--- src/rtl/ula_pkg.sv ---
// Shared encodings for the ula_exec ALU execute unit: ALUOp/funct codes,
// the internal operation selector and the mult/div engine states.
package ula_pkg;

    localparam logic [1:0] ALUOP_ADD   = 2'b00;
    localparam logic [1:0] ALUOP_SUB   = 2'b01;
    localparam logic [1:0] ALUOP_RTYPE = 2'b10;
    localparam logic [1:0] ALUOP_ILL   = 2'b11;

    localparam logic [5:0] F_SLL   = 6'b000000;
    localparam logic [5:0] F_SRL   = 6'b000010;
    localparam logic [5:0] F_SRA   = 6'b000011;
    localparam logic [5:0] F_SLLV  = 6'b000100;
    localparam logic [5:0] F_SRLV  = 6'b000110;
    localparam logic [5:0] F_SRAV  = 6'b000111;
    localparam logic [5:0] F_JR    = 6'b001000;
    localparam logic [5:0] F_MFHI  = 6'b010000;
    localparam logic [5:0] F_MTHI  = 6'b010001;
    localparam logic [5:0] F_MFLO  = 6'b010010;
    localparam logic [5:0] F_MTLO  = 6'b010011;
    localparam logic [5:0] F_MULT  = 6'b011000;
    localparam logic [5:0] F_MULTU = 6'b011001;
    localparam logic [5:0] F_DIV   = 6'b011010;
    localparam logic [5:0] F_DIVU  = 6'b011011;
    localparam logic [5:0] F_ADD   = 6'b100000;
    localparam logic [5:0] F_ADDU  = 6'b100001;
    localparam logic [5:0] F_SUB   = 6'b100010;
    localparam logic [5:0] F_SUBU  = 6'b100011;
    localparam logic [5:0] F_AND   = 6'b100100;
    localparam logic [5:0] F_OR    = 6'b100101;
    localparam logic [5:0] F_XOR   = 6'b100110;
    localparam logic [5:0] F_NOR   = 6'b100111;
    localparam logic [5:0] F_SLT   = 6'b101010;
    localparam logic [5:0] F_SLTU  = 6'b101011;

    typedef enum logic [3:0] {
        OP_ADD, OP_SUB, OP_AND, OP_OR, OP_XOR, OP_NOR, OP_SLT, OP_SLTU,
        OP_SLL, OP_SRL, OP_SRA, OP_PASSA, OP_MFHI, OP_MFLO, OP_MULDIV, OP_ILL
    } op_e;

    typedef enum logic [1:0] {
        ST_IDLE = 2'd0,
        ST_RUN  = 2'd1,
        ST_FIX  = 2'd2
    } state_e;

endpackage

--- src/rtl/ula_muldiv_iter.sv ---
// Iterative sign-magnitude multiply (shift-add) and restoring divide engine.
// One step per RUN cycle; FIX applies signs and presents hi/lo with done=1.
module ula_muldiv_iter
    import ula_pkg::*;
#(
    parameter int WIDTH = 32
) (
    input  logic             clk,
    input  logic             rst_n,
    input  logic             start,
    input  logic             is_div,
    input  logic             is_signed,
    input  logic [WIDTH-1:0] a,
    input  logic [WIDTH-1:0] b,
    output logic             busy,
    output logic             done,
    output logic [WIDTH-1:0] hi,
    output logic [WIDTH-1:0] lo,
    output state_e           state
);

    localparam int CW = $clog2(WIDTH) + 1;

    state_e             r_state;
    state_e             w_state_nxt;
    logic [CW-1:0]      r_cnt;
    logic [WIDTH-1:0]   r_acc;
    logic [WIDTH-1:0]   r_q;
    logic [WIDTH-1:0]   r_m;
    logic               r_is_div;
    logic               r_neg_lo;
    logic               r_neg_hi;
    logic               r_dz;

    logic               w_a_neg;
    logic               w_b_neg;
    logic [WIDTH-1:0]   w_a_mag;
    logic [WIDTH-1:0]   w_b_mag;
    logic [WIDTH:0]     w_mul_sum;
    logic [WIDTH:0]     w_div_sh;
    logic [WIDTH:0]     w_div_diff;
    logic [2*WIDTH-1:0] w_prod;
    logic [2*WIDTH-1:0] w_prod_s;
    logic [WIDTH-1:0]   w_quo;
    logic [WIDTH-1:0]   w_rem;

    assign w_a_neg = is_signed & a[WIDTH-1];
    assign w_b_neg = is_signed & b[WIDTH-1];
    assign w_a_mag = w_a_neg ? -a : a;
    assign w_b_mag = w_b_neg ? -b : b;

    // r_acc holds the running high product word (mult) or partial remainder (div).
    assign w_mul_sum  = {1'b0, r_acc} + (r_q[0] ? {1'b0, r_m} : {(WIDTH+1){1'b0}});
    assign w_div_sh   = {r_acc, r_q[WIDTH-1]};
    assign w_div_diff = w_div_sh - {1'b0, r_m};

    assign w_prod   = {r_acc, r_q};
    assign w_prod_s = r_neg_lo ? -w_prod : w_prod;
    assign w_quo    = r_dz ? {WIDTH{1'b1}} : (r_neg_lo ? -r_q : r_q);
    assign w_rem    = r_neg_hi ? -r_acc : r_acc;

    always_ff @(posedge clk or negedge rst_n) begin
        if (!rst_n) begin
            r_state <= ST_IDLE;
        end else begin
            r_state <= w_state_nxt;
        end
    end

    always_comb begin
        w_state_nxt = r_state;
        case (r_state)
            ST_IDLE: if (start) w_state_nxt = ST_RUN;
            ST_RUN:  if (r_cnt == CW'(1)) w_state_nxt = ST_FIX;
            ST_FIX:  w_state_nxt = ST_IDLE;
            default: w_state_nxt = ST_IDLE;
        endcase
    end

    always_ff @(posedge clk or negedge rst_n) begin
        if (!rst_n) begin
            r_cnt    <= '0;
            r_acc    <= '0;
            r_q      <= '0;
            r_m      <= '0;
            r_is_div <= 1'b0;
            r_neg_lo <= 1'b0;
            r_neg_hi <= 1'b0;
            r_dz     <= 1'b0;
        end else if (r_state == ST_IDLE) begin
            if (start) begin
                r_cnt    <= CW'(WIDTH);
                r_acc    <= '0;
                r_q      <= w_a_mag;
                r_m      <= w_b_mag;
                r_is_div <= is_div;
                r_neg_lo <= w_a_neg ^ w_b_neg;
                r_neg_hi <= is_div ? w_a_neg : (w_a_neg ^ w_b_neg);
                r_dz     <= is_div && (b == '0);
            end
        end else if (r_state == ST_RUN) begin
            r_cnt <= r_cnt - CW'(1);
            if (r_is_div) begin
                if (!w_div_diff[WIDTH]) begin
                    r_acc <= w_div_diff[WIDTH-1:0];
                    r_q   <= {r_q[WIDTH-2:0], 1'b1};
                end else begin
                    r_acc <= w_div_sh[WIDTH-1:0];
                    r_q   <= {r_q[WIDTH-2:0], 1'b0};
                end
            end else begin
                r_acc <= w_mul_sum[WIDTH:1];
                r_q   <= {w_mul_sum[0], r_q[WIDTH-1:1]};
            end
        end
    end

    assign busy  = (r_state != ST_IDLE);
    assign done  = (r_state == ST_FIX);
    assign state = r_state;
    assign hi    = r_is_div ? w_rem : w_prod_s[2*WIDTH-1:WIDTH];
    assign lo    = r_is_div ? w_quo : w_prod_s[WIDTH-1:0];

endmodule

--- src/rtl/ula_exec.sv ---
// EX-stage ALU: decodes ALUOp/funct, computes single-cycle ops, owns HI/LO and
// a one-deep registered result; iterative mult/div is delegated to ula_muldiv_iter.
module ula_exec
    import ula_pkg::*;
#(
    parameter int WIDTH   = 32,
    parameter int SHAMT_W = $clog2(WIDTH)
) (
    input  logic               clk,
    input  logic               rst_n,
    input  logic               in_valid,
    output logic               in_ready,
    input  logic [1:0]         ALUOp,
    input  logic [5:0]         funct,
    input  logic [WIDTH-1:0]   a,
    input  logic [WIDTH-1:0]   b,
    input  logic [SHAMT_W-1:0] shamt,
    output logic               out_valid,
    input  logic               out_ready,
    output logic [WIDTH-1:0]   result,
    output logic               zero,
    output logic               ovf,
    output logic               jr,
    output logic               illegal,
    output logic               busy,
    output state_e             dbg_state
);

    op_e                w_op;
    logic               w_shvar, w_ovf_en, w_jr, w_set_hi, w_set_lo;
    logic               w_md_div, w_md_signed;
    logic               w_is_sub, w_ovf, w_accept, w_md_start;
    logic               w_busy, w_md_done;
    logic [WIDTH-1:0]   w_b_op, w_sum, w_res, w_md_hi, w_md_lo;
    logic [SHAMT_W-1:0] w_sh;

    logic [WIDTH-1:0]   r_hi, r_lo, r_result;
    logic               r_out_valid, r_zero, r_ovf, r_jr, r_illegal;

    always_comb begin
        w_op = OP_ILL;
        w_shvar = 1'b0; w_ovf_en = 1'b0; w_jr = 1'b0;
        w_set_hi = 1'b0; w_set_lo = 1'b0; w_md_div = 1'b0; w_md_signed = 1'b0;
        case (ALUOp)
            ALUOP_ADD: w_op = OP_ADD;
            ALUOP_SUB: w_op = OP_SUB;
            ALUOP_RTYPE: begin
                case (funct)
                    F_ADD:   begin w_op = OP_ADD; w_ovf_en = 1'b1; end
                    F_ADDU:  w_op = OP_ADD;
                    F_SUB:   begin w_op = OP_SUB; w_ovf_en = 1'b1; end
                    F_SUBU:  w_op = OP_SUB;
                    F_AND:   w_op = OP_AND;
                    F_OR:    w_op = OP_OR;
                    F_XOR:   w_op = OP_XOR;
                    F_NOR:   w_op = OP_NOR;
                    F_SLT:   w_op = OP_SLT;
                    F_SLTU:  w_op = OP_SLTU;
                    F_SLL:   w_op = OP_SLL;
                    F_SRL:   w_op = OP_SRL;
                    F_SRA:   w_op = OP_SRA;
                    F_SLLV:  begin w_op = OP_SLL; w_shvar = 1'b1; end
                    F_SRLV:  begin w_op = OP_SRL; w_shvar = 1'b1; end
                    F_SRAV:  begin w_op = OP_SRA; w_shvar = 1'b1; end
                    F_JR:    begin w_op = OP_PASSA; w_jr = 1'b1; end
                    F_MFHI:  w_op = OP_MFHI;
                    F_MFLO:  w_op = OP_MFLO;
                    F_MTHI:  begin w_op = OP_PASSA; w_set_hi = 1'b1; end
                    F_MTLO:  begin w_op = OP_PASSA; w_set_lo = 1'b1; end
                    F_MULT:  begin w_op = OP_MULDIV; w_md_signed = 1'b1; end
                    F_MULTU: w_op = OP_MULDIV;
                    F_DIV:   begin w_op = OP_MULDIV; w_md_div = 1'b1; w_md_signed = 1'b1; end
                    F_DIVU:  begin w_op = OP_MULDIV; w_md_div = 1'b1; end
                    default: w_op = OP_ILL;
                endcase
            end
            default: w_op = OP_ILL;
        endcase
    end

    // Subtraction reuses the adder as a + ~b + 1; overflow compares against the
    // effective second operand so ADD and SUB share one rule.
    assign w_is_sub = (w_op == OP_SUB);
    assign w_b_op   = w_is_sub ? ~b : b;
    assign w_sum    = a + w_b_op + {{(WIDTH-1){1'b0}}, w_is_sub};
    assign w_ovf    = w_ovf_en && (a[WIDTH-1] == w_b_op[WIDTH-1]) && (w_sum[WIDTH-1] != a[WIDTH-1]);
    assign w_sh     = w_shvar ? a[SHAMT_W-1:0] : shamt;

    always_comb begin
        w_res = '0;
        case (w_op)
            OP_ADD, OP_SUB: w_res = w_sum;
            OP_AND:   w_res = a & b;
            OP_OR:    w_res = a | b;
            OP_XOR:   w_res = a ^ b;
            OP_NOR:   w_res = ~(a | b);
            OP_SLT:   w_res = {{(WIDTH-1){1'b0}}, ($signed(a) < $signed(b))};
            OP_SLTU:  w_res = {{(WIDTH-1){1'b0}}, (a < b)};
            OP_SLL:   w_res = b << w_sh;
            OP_SRL:   w_res = b >> w_sh;
            OP_SRA:   w_res = $unsigned($signed(b) >>> w_sh);
            OP_PASSA: w_res = a;
            OP_MFHI:  w_res = r_hi;
            OP_MFLO:  w_res = r_lo;
            default:  w_res = '0;
        endcase
    end

    // Handshake: a beat transfers on a rising edge where valid&ready are both high.
    // The input side only accepts while the engine is idle and the result slot is
    // empty or being drained on that same edge.
    assign w_accept   = in_valid && in_ready;
    assign w_md_start = w_accept && (w_op == OP_MULDIV);
    assign in_ready   = !w_busy && (!r_out_valid || out_ready);

    ula_muldiv_iter #(.WIDTH(WIDTH)) u_muldiv (
        .clk       (clk),
        .rst_n     (rst_n),
        .start     (w_md_start),
        .is_div    (w_md_div),
        .is_signed (w_md_signed),
        .a         (a),
        .b         (b),
        .busy      (w_busy),
        .done      (w_md_done),
        .hi        (w_md_hi),
        .lo        (w_md_lo),
        .state     (dbg_state)
    );

    always_ff @(posedge clk or negedge rst_n) begin
        if (!rst_n) begin
            r_hi <= '0; r_lo <= '0; r_result <= '0;
            r_out_valid <= 1'b0; r_zero <= 1'b0; r_ovf <= 1'b0;
            r_jr <= 1'b0; r_illegal <= 1'b0;
        end else if (w_md_done) begin
            r_hi        <= w_md_hi;
            r_lo        <= w_md_lo;
            r_result    <= w_md_lo;
            r_zero      <= (w_md_lo == '0);
            r_ovf       <= 1'b0;
            r_jr        <= 1'b0;
            r_illegal   <= 1'b0;
            r_out_valid <= 1'b1;
        end else if (w_accept && (w_op != OP_MULDIV)) begin
            r_result    <= w_res;
            r_zero      <= (w_res == '0);
            r_ovf       <= w_ovf;
            r_jr        <= w_jr;
            r_illegal   <= (w_op == OP_ILL);
            r_out_valid <= 1'b1;
            if (w_set_hi) r_hi <= a;
            if (w_set_lo) r_lo <= a;
        end else if (out_ready) begin
            r_out_valid <= 1'b0;
        end
    end

    assign out_valid = r_out_valid;
    assign result    = r_result;
    assign zero      = r_zero;
    assign ovf       = r_ovf;
    assign jr        = r_jr;
    assign illegal   = r_illegal;
    assign busy      = w_busy;

endmodule

--- config.mk ---
export PLATFORM = sky130hd
export DESIGN_NAME = ula_exec
export DESIGN_NICKNAME = d
export VERILOG_FILES = /design/src/rtl/ula_pkg.sv /design/src/rtl/ula_muldiv_iter.sv /design/src/rtl/ula_exec.sv
export SDC_FILE = /design/constraint.sdc
export NUM_CORES = 1
export LEC_CHECK = 0
export CAP_MARGIN = 20
export CELL_PAD_IN_SITES_DETAIL_PLACEMENT = 1
export CELL_PAD_IN_SITES_GLOBAL_PLACEMENT = 2
export CORE_UTILIZATION = 41
export CTS_BUF_LIST = sky130_fd_sc_hd__clkbuf_8
export DETAILED_ROUTE_END_ITERATION = 6
export PLACE_DENSITY_LB_ADDON = 0.15
export SYNTH_ARGS = -nofsm -noshare
export SYNTH_HDL_FRONTEND = slang
export SYNTH_SLANG_ARGS = --single-unit
--- constraint.sdc ---
create_clock -name clk -period 7.45 [get_ports clk]
set_input_delay 1.49 -clock clk [delete_from_list [all_inputs] [get_ports clk]]
set_output_delay 1.49 -clock clk [all_outputs]
set_load 0.1 [all_outputs]
Yosys cells after proc, flatten, opt, wreduce, memory -nomap -nowiden
Index checks and enable logic that the tools add are counted.
- register bits: 209
- bits of input ports: 81
- output and inout bits: 41
- logic and storage cells: 193
- $add $sub $neg: 10
- magnitude comparators: 2
- equality and inequality tests: 49
- shift-type cells: 3
- multiplexer cells: 64
- bitwise operators: 8
- reduce and logical (&&, ||, !) cells: 40
- operators with widths (operator ; count):
    $mux W32 ; 26
    $pmux W32 S13 ; 1
    $neg A32 Y32 ; 4
    $logic_not A32 Y1 ; 3
    $lt A32 B32 Y1 ; 2
    $mux W64 ; 1
    $neg A64 Y64 ; 1
    $not A32 Y32 ; 2
    $eq A6 B6 Y1 const B ; 10
    $pmux W4 S15 ; 1
    $eq A6 B5 Y1 const B ; 8
    $add A32 B33 Y33 ; 1
    $sub A33 B32 Y33 ; 1
    $add A32 B1 Y32 ; 1
    $add A32 B32 Y32 ; 1
    $and A32 B32 Y32 ; 1
    $eq A4 B4 Y1 const B ; 8
    $or A32 B32 Y32 ; 1
    $shl A32 B5 Y32 ; 1
    $shr A32 B5 Y32 ; 1
    $sshr A32 B5 Y32 ; 1
    $xor A32 B32 Y32 ; 1
    $mux W1 ; 27
    $eq A6 B3 Y1 const B ; 3
    32 further kinds ; 69

Longest topological paths before layout
- depth in word-level cells: 12
- gate-level depth with buffers: 21
- gate-level depth less buffers: 18

Hierarchy
From an unflattened synthesis, not the netlist that was laid out.
- cells, all modules: 3776
- area, all modules: 27610.2 µm²
- modules (own cells, without submodules) (module ; instances ; cells each ; area an instance (µm²) ; sequential area each (µm²)):
    ula_exec ; 1 ; 2161 ; 15697.6 ; 2527.4
    ula_muldiv_iter ; 1 ; 1615 ; 11912.7 ; 2702.6

Worst setup path before layout
No wires, ideal clock.
- path type: input to register
- start: input port funct[5]
- end: register r_zero, in the netlist zero
- setup time: 0.077 ns
- arrival time: 6.430 ns
- required time: 7.373 ns
- path slack: 0.944 ns
- stages on the path: 19
- buffers on the path: 3
- cell sequence: clkbuf_1 > nor3b_1 > nand3_1 > o21ai_1 > clkbuf_1 > xnor2_1 > ha_1 > clkbuf_1 > a21o_1 > a2111oi_0 > o211ai_1 > a41oi_1 > o21ai_1 > a211oi_1 > o21ai_1 > xnor2_1 > a2111oi_0 > nand4_1 > o21ai_1
- longest elaborated chain between the ends: 12
- elaborated cells between the ends (all ways): 66
- classes of those cells: add/sub: 2; eq/ne: 38; shift: 3; mux: 9; reduce/logical: 14
- ends and longest elaborated chain (item ; line ; RTL):
    from (decl) ; ula_exec.sv:14 ; input logic [5:0] funct,
    $eq A6 B5 Y1, or another cell as far along ; ula_exec.sv:48 ; case (funct)
    $reduce_or A4 Y1 (no line), or another cell as far along ; -- ;
    $pmux W4 S15 ; ula_exec.sv:48 ;
    $pmux W4 S3 ; ula_exec.sv:44 ; case (ALUOp)
    $eq A4 B1 Y1 ; ula_exec.sv:83, ula_exec.sv:91 ;
    $mux W32 ; ula_exec.sv:84 ; assign w_b_op = w_is_sub ? ~b : b;
    $add A32 B32 Y32 ; ula_exec.sv:85 ; assign w_sum = a + w_b_op + {{(WIDTH-1){1'b0}}, w_is_sub};
    $add A32 B1 Y32 ; ula_exec.sv:85 ;
    $pmux W32 S13 ; ula_exec.sv:91 ; case (w_op)
    $logic_not A32 Y1 ; ula_exec.sv:147 ; r_zero <= (w_res == '0);
    $mux W1 ; ula_exec.sv:145 ; end else if (w_accept && (w_op != OP_MULDIV)) begin
    $mux W1 ; ula_exec.sv:136 ; end else if (w_md_done) begin
    to (signal assigned) ; ula_exec.sv:140 ; r_zero <= (w_md_lo == '0);
    to (signal assigned) ; ula_exec.sv:147 ;
    to (decl) ; ula_exec.sv:38 ; logic r_out_valid, r_zero, r_ovf, r_jr, r_illegal;
Parallel ways exist; a longest one is shown, timed or not. The select of a mux whose other input is x is not followed.
A chain may end at the register's enable or synchronous reset.

Worst setup path in the final report
Ends and elaborated chain as after synthesis.

==> qor.csv <==
stage,metric,value,unit
worst_setup_path,maximum fanout along the worst path,19,
clock_tree,CTS resizes,0,
min_path,Hold Crit Depth,2,
logic_synthesis,"EDFF count, synth",0,
die,I/O pins,122,
logic_synthesis,asr flop ratio synth,1.00,
timing,RSZ-0062 raised after global routing,no,
die,die height,259,um
logic_synthesis,syn_area_per_cell,7.55,um^2
final_layout,Finished Cell Area,30800,um^2
clock_tree,CTS Buf Count,42,
power,Max VDD drop,0.155,mV
worst_setup_path,crit path DAT,7.24,ns
power,Pleak,0.0123,uW
placed_design,I/O Buffers,121,
min_path,Hold Path Class,register to register,
clock_tree,root buffer cell,clkbuf_8,
die,CORE AREA,64900,um^2
min_path,start point of the worst hold path,u_muldiv.r_m[26],
global_routing,gr ovfl total,0,
final_layout,share of layout cells above drive strength 1,0.0919,
clock_tree,Clock transition at path regs,0.07,ns
placed_design,Detailed Place HPWL,123000,um
routing,vias per std cell,7.02,
routing,Final ANT Viol Nets,0,
routing,Met2 Wirelength,67300,um
timing,Rel. slew slack,0.187,
routing,drt pass-1 iters,6,
logic_synthesis,#FFs+latches synth,209,
clock_tree,Clock Sinks,209,
timing,max frequency,151,MHz
global_routing,number of global-route vias before repair,31800,
global_routing,total track usage,0.461,
timing,Worst Skew,0.0877,ns
timing,slew at the pin closest to its max-slew limit,1.22,ns
routing,drc violations,0,
worst_setup_path,FF-to-FF End,u_muldiv.r_acc[20],
worst_setup_path,R2R depth,17,
logic_synthesis,synthesized net count,3878,
clock_tree,Setup Buffers After CTS,0,
routing,DRT iter0 DRCs,3815,
logic_synthesis,Post-Syn Instances,3591,
worst_setup_path,CP required,8.05,ns
worst_setup_path,reg2reg setup slack,2.17,ns
logic_synthesis,mapped cell area,27100,um^2
global_routing,first-pass GRT wire length,227000,um
worst_setup_path,Reg-to-Reg Start,u_muldiv.r_q[31],
run,max_cap viols,0,
worst_setup_path,CP Capture Type,register,
timing,final hold vios,0,
routing,met3 wire length,15700,um
timing,Pins Over Slew Limit,0,
routing,wire length per cell,34.8,um
logic_synthesis,"Seq/Total Area, Yosys",0.193,
routing,Post-Route WL,158000,um
logic_synthesis,Netlist cell types,100,
routing,met1 wire length,63000,um
die,Site Rows,93,
final_layout,layout net count,3954,
global_routing,largest net degree at the start of global routing,108,
clock_tree,clock buffer depth,3,
power,power per cell area,234,nW/um^2
status,status,completed,
timing,final cycle utilization of the critical path,0.890,
min_path,WHS Endpoint,u_muldiv.r_m[26],
placed_design,GPL Wtd Cong,1.08,
global_routing,initial antenna violation count,10,
timing,Setup WS post-layout,0.817,ns
placed_design,area post-placement,29900,um^2
routing,Via Count,32000,
clock_tree,hold buffer count at CTS,0,
placed_design,Placement Setup Slack,0.292,ns
timing,setup_tns,0,ns
worst_setup_path,Startpoint Class,input port,
final_layout,Layout area overhead,13.8,%
die,Die Wd,259,um
clock_tree,H-Tree Depth,2,
worst_setup_path,critical path type,input port to register,
timing,# setup viols final,0,
logic_synthesis,Post-synth top flop,dfrtp_1,
clock_tree,clock latency on the worst-skew pair,0.68,ns
timing,crit path time final,6.63,ns
die,initial core utilization,0.418,
die,die area,67200,um^2
clock_tree,CTS tree,yes,
routing,DR top layer,met5,
logic_synthesis,Synthesis Warnings,0,
==> worst max-delay path, stage by stage <==
cell	delay (ns)
clkdlybuf4s50_1	0.55
buf_4	0.25
o2111ai_1	0.26
o21ai_4	0.54
xnor2_1	0.23
inv_1	0.10
fa_1	0.43
nand3b_1	0.20
a21oi_1	0.27
o211ai_1	0.18
a211oi_1	0.63
a21oi_1	0.29
o21ai_0	0.45
o31ai_1	0.21
a21oi_1	0.23
o211ai_1	0.15
a2111oi_0	0.43
nand4_1	0.18
o21ai_1	0.16
==> registers in the layout, indices dropped and copies added, names as in the netlist, 2 cells and up <==
register / flops
r_lo: 32
result: 32
u_muldiv.state: 2
u_muldiv.r_q: 32
u_muldiv.r_m: 32
u_muldiv.r_cnt: 6
u_muldiv.r_acc: 32
r_hi: 32
==> per-layer routing <==
metal	up-vias	GRT usage
li1	13500	-
met3	502	0.103
met2	1937	0.696
met1	16000	0.588
met5	-	0
met4	4	0.304
==> how the worst max path moves through the flow <==
stage,startpoint,endpoint,slack [ns],cells past startpoint
after floorplan,funct[5],zero,0.94,19
after global routing,funct[5],zero,0.45,19
after global placement,funct[5],zero,0.48,19
after CTS,funct[5],zero,0.94,19
after detailed placement,funct[5],zero,0.29,19
final,funct[5],zero,0.82,19
==> layout make-up <==
class	count	area, um^2
well taps	855	1070
clock inverters	21	175
multi-input cells	2958	20400
diodes	4	10.0
flip-flops and latches	209	5230
clock buffers	55	757
repair buffers	306	2680
inverters	150	563
fillers	7987	34100
==> placed cells by master, fill, tap and decap left out, types with 71 or more instances in the layout <==
cell type          n
nor2_1           223
clkdlybuf4s50_1  120
o21ai_0          294
mux2i_1          145
inv_1            150
dfrtp_1          208
xnor2_1          170
ha_1             203
buf_4            179
nand2_1          419
nand2b_1          71
a21oi_1          229
==> synthesized netlist by cell type (all sizes together), types with 16 or more instances <==
master	n	area [um^2]
o211ai	53	398
nor3	64	320
o22ai	16	100
a31oi	31	194
and3	24	150
a32oi	32	280
o21a	18	135
ha	203	2540
or3	30	188
a22oi	58	435
nand2b	71	444
inv	143	537
xnor2	171	1500
nor2	232	871
a211oi	68	515
o21ai	304	1520
mux2i	147	1470
nand3	71	360
o31ai	44	354
buf	62	303
nand2	420	1580
clkbuf	212	796
a21o	59	443
nor4	62	428
o21bai	26	195
nor2b	40	250
or4	22	165
nand4	51	319
xor2	53	464
a21oi	231	1160
dfrtp	209	5230
o221ai	19	166
a221oi	35	307
a221o	22	220
==> power breakdown <==
group	switching (uW)	leakage, uW	internal, uW
sequential	464	0.00261	1410
combinational	2630	0.00923	1320
clock	633	0.000508	742
==> per-stage QoR <==
| step | hold slack, ns | cells | utilization | power [uW] |
|---|---|---|---|---|
| after CTS | 0.484 | 4551 | 0.474 | 7100 |
| final | 0.481 | 4558 | 0.475 | 7210 |
| after floorplan | 0.450 | 3591 | - | 4340 |
| after detailed placement | 0.471 | 4475 | 0.460 | 5710 |
| after global routing | 0.519 | 4555 | 0.475 | 7520 |
| after global placement | 0.470 | 4475 | 0.460 | 5550 |
==> kinds of logic after synthesis <==
kind of cell	after synthesis	synth area share
mux	169	0.0696
fa+ha+maj	206	0.0959
buf+inv	424	0.0613
xor+xnor	224	0.0724
simple gates	1159	0.208
flops	209	0.193
compound gates	1200	0.300
(Power assumes the default switching activity.)
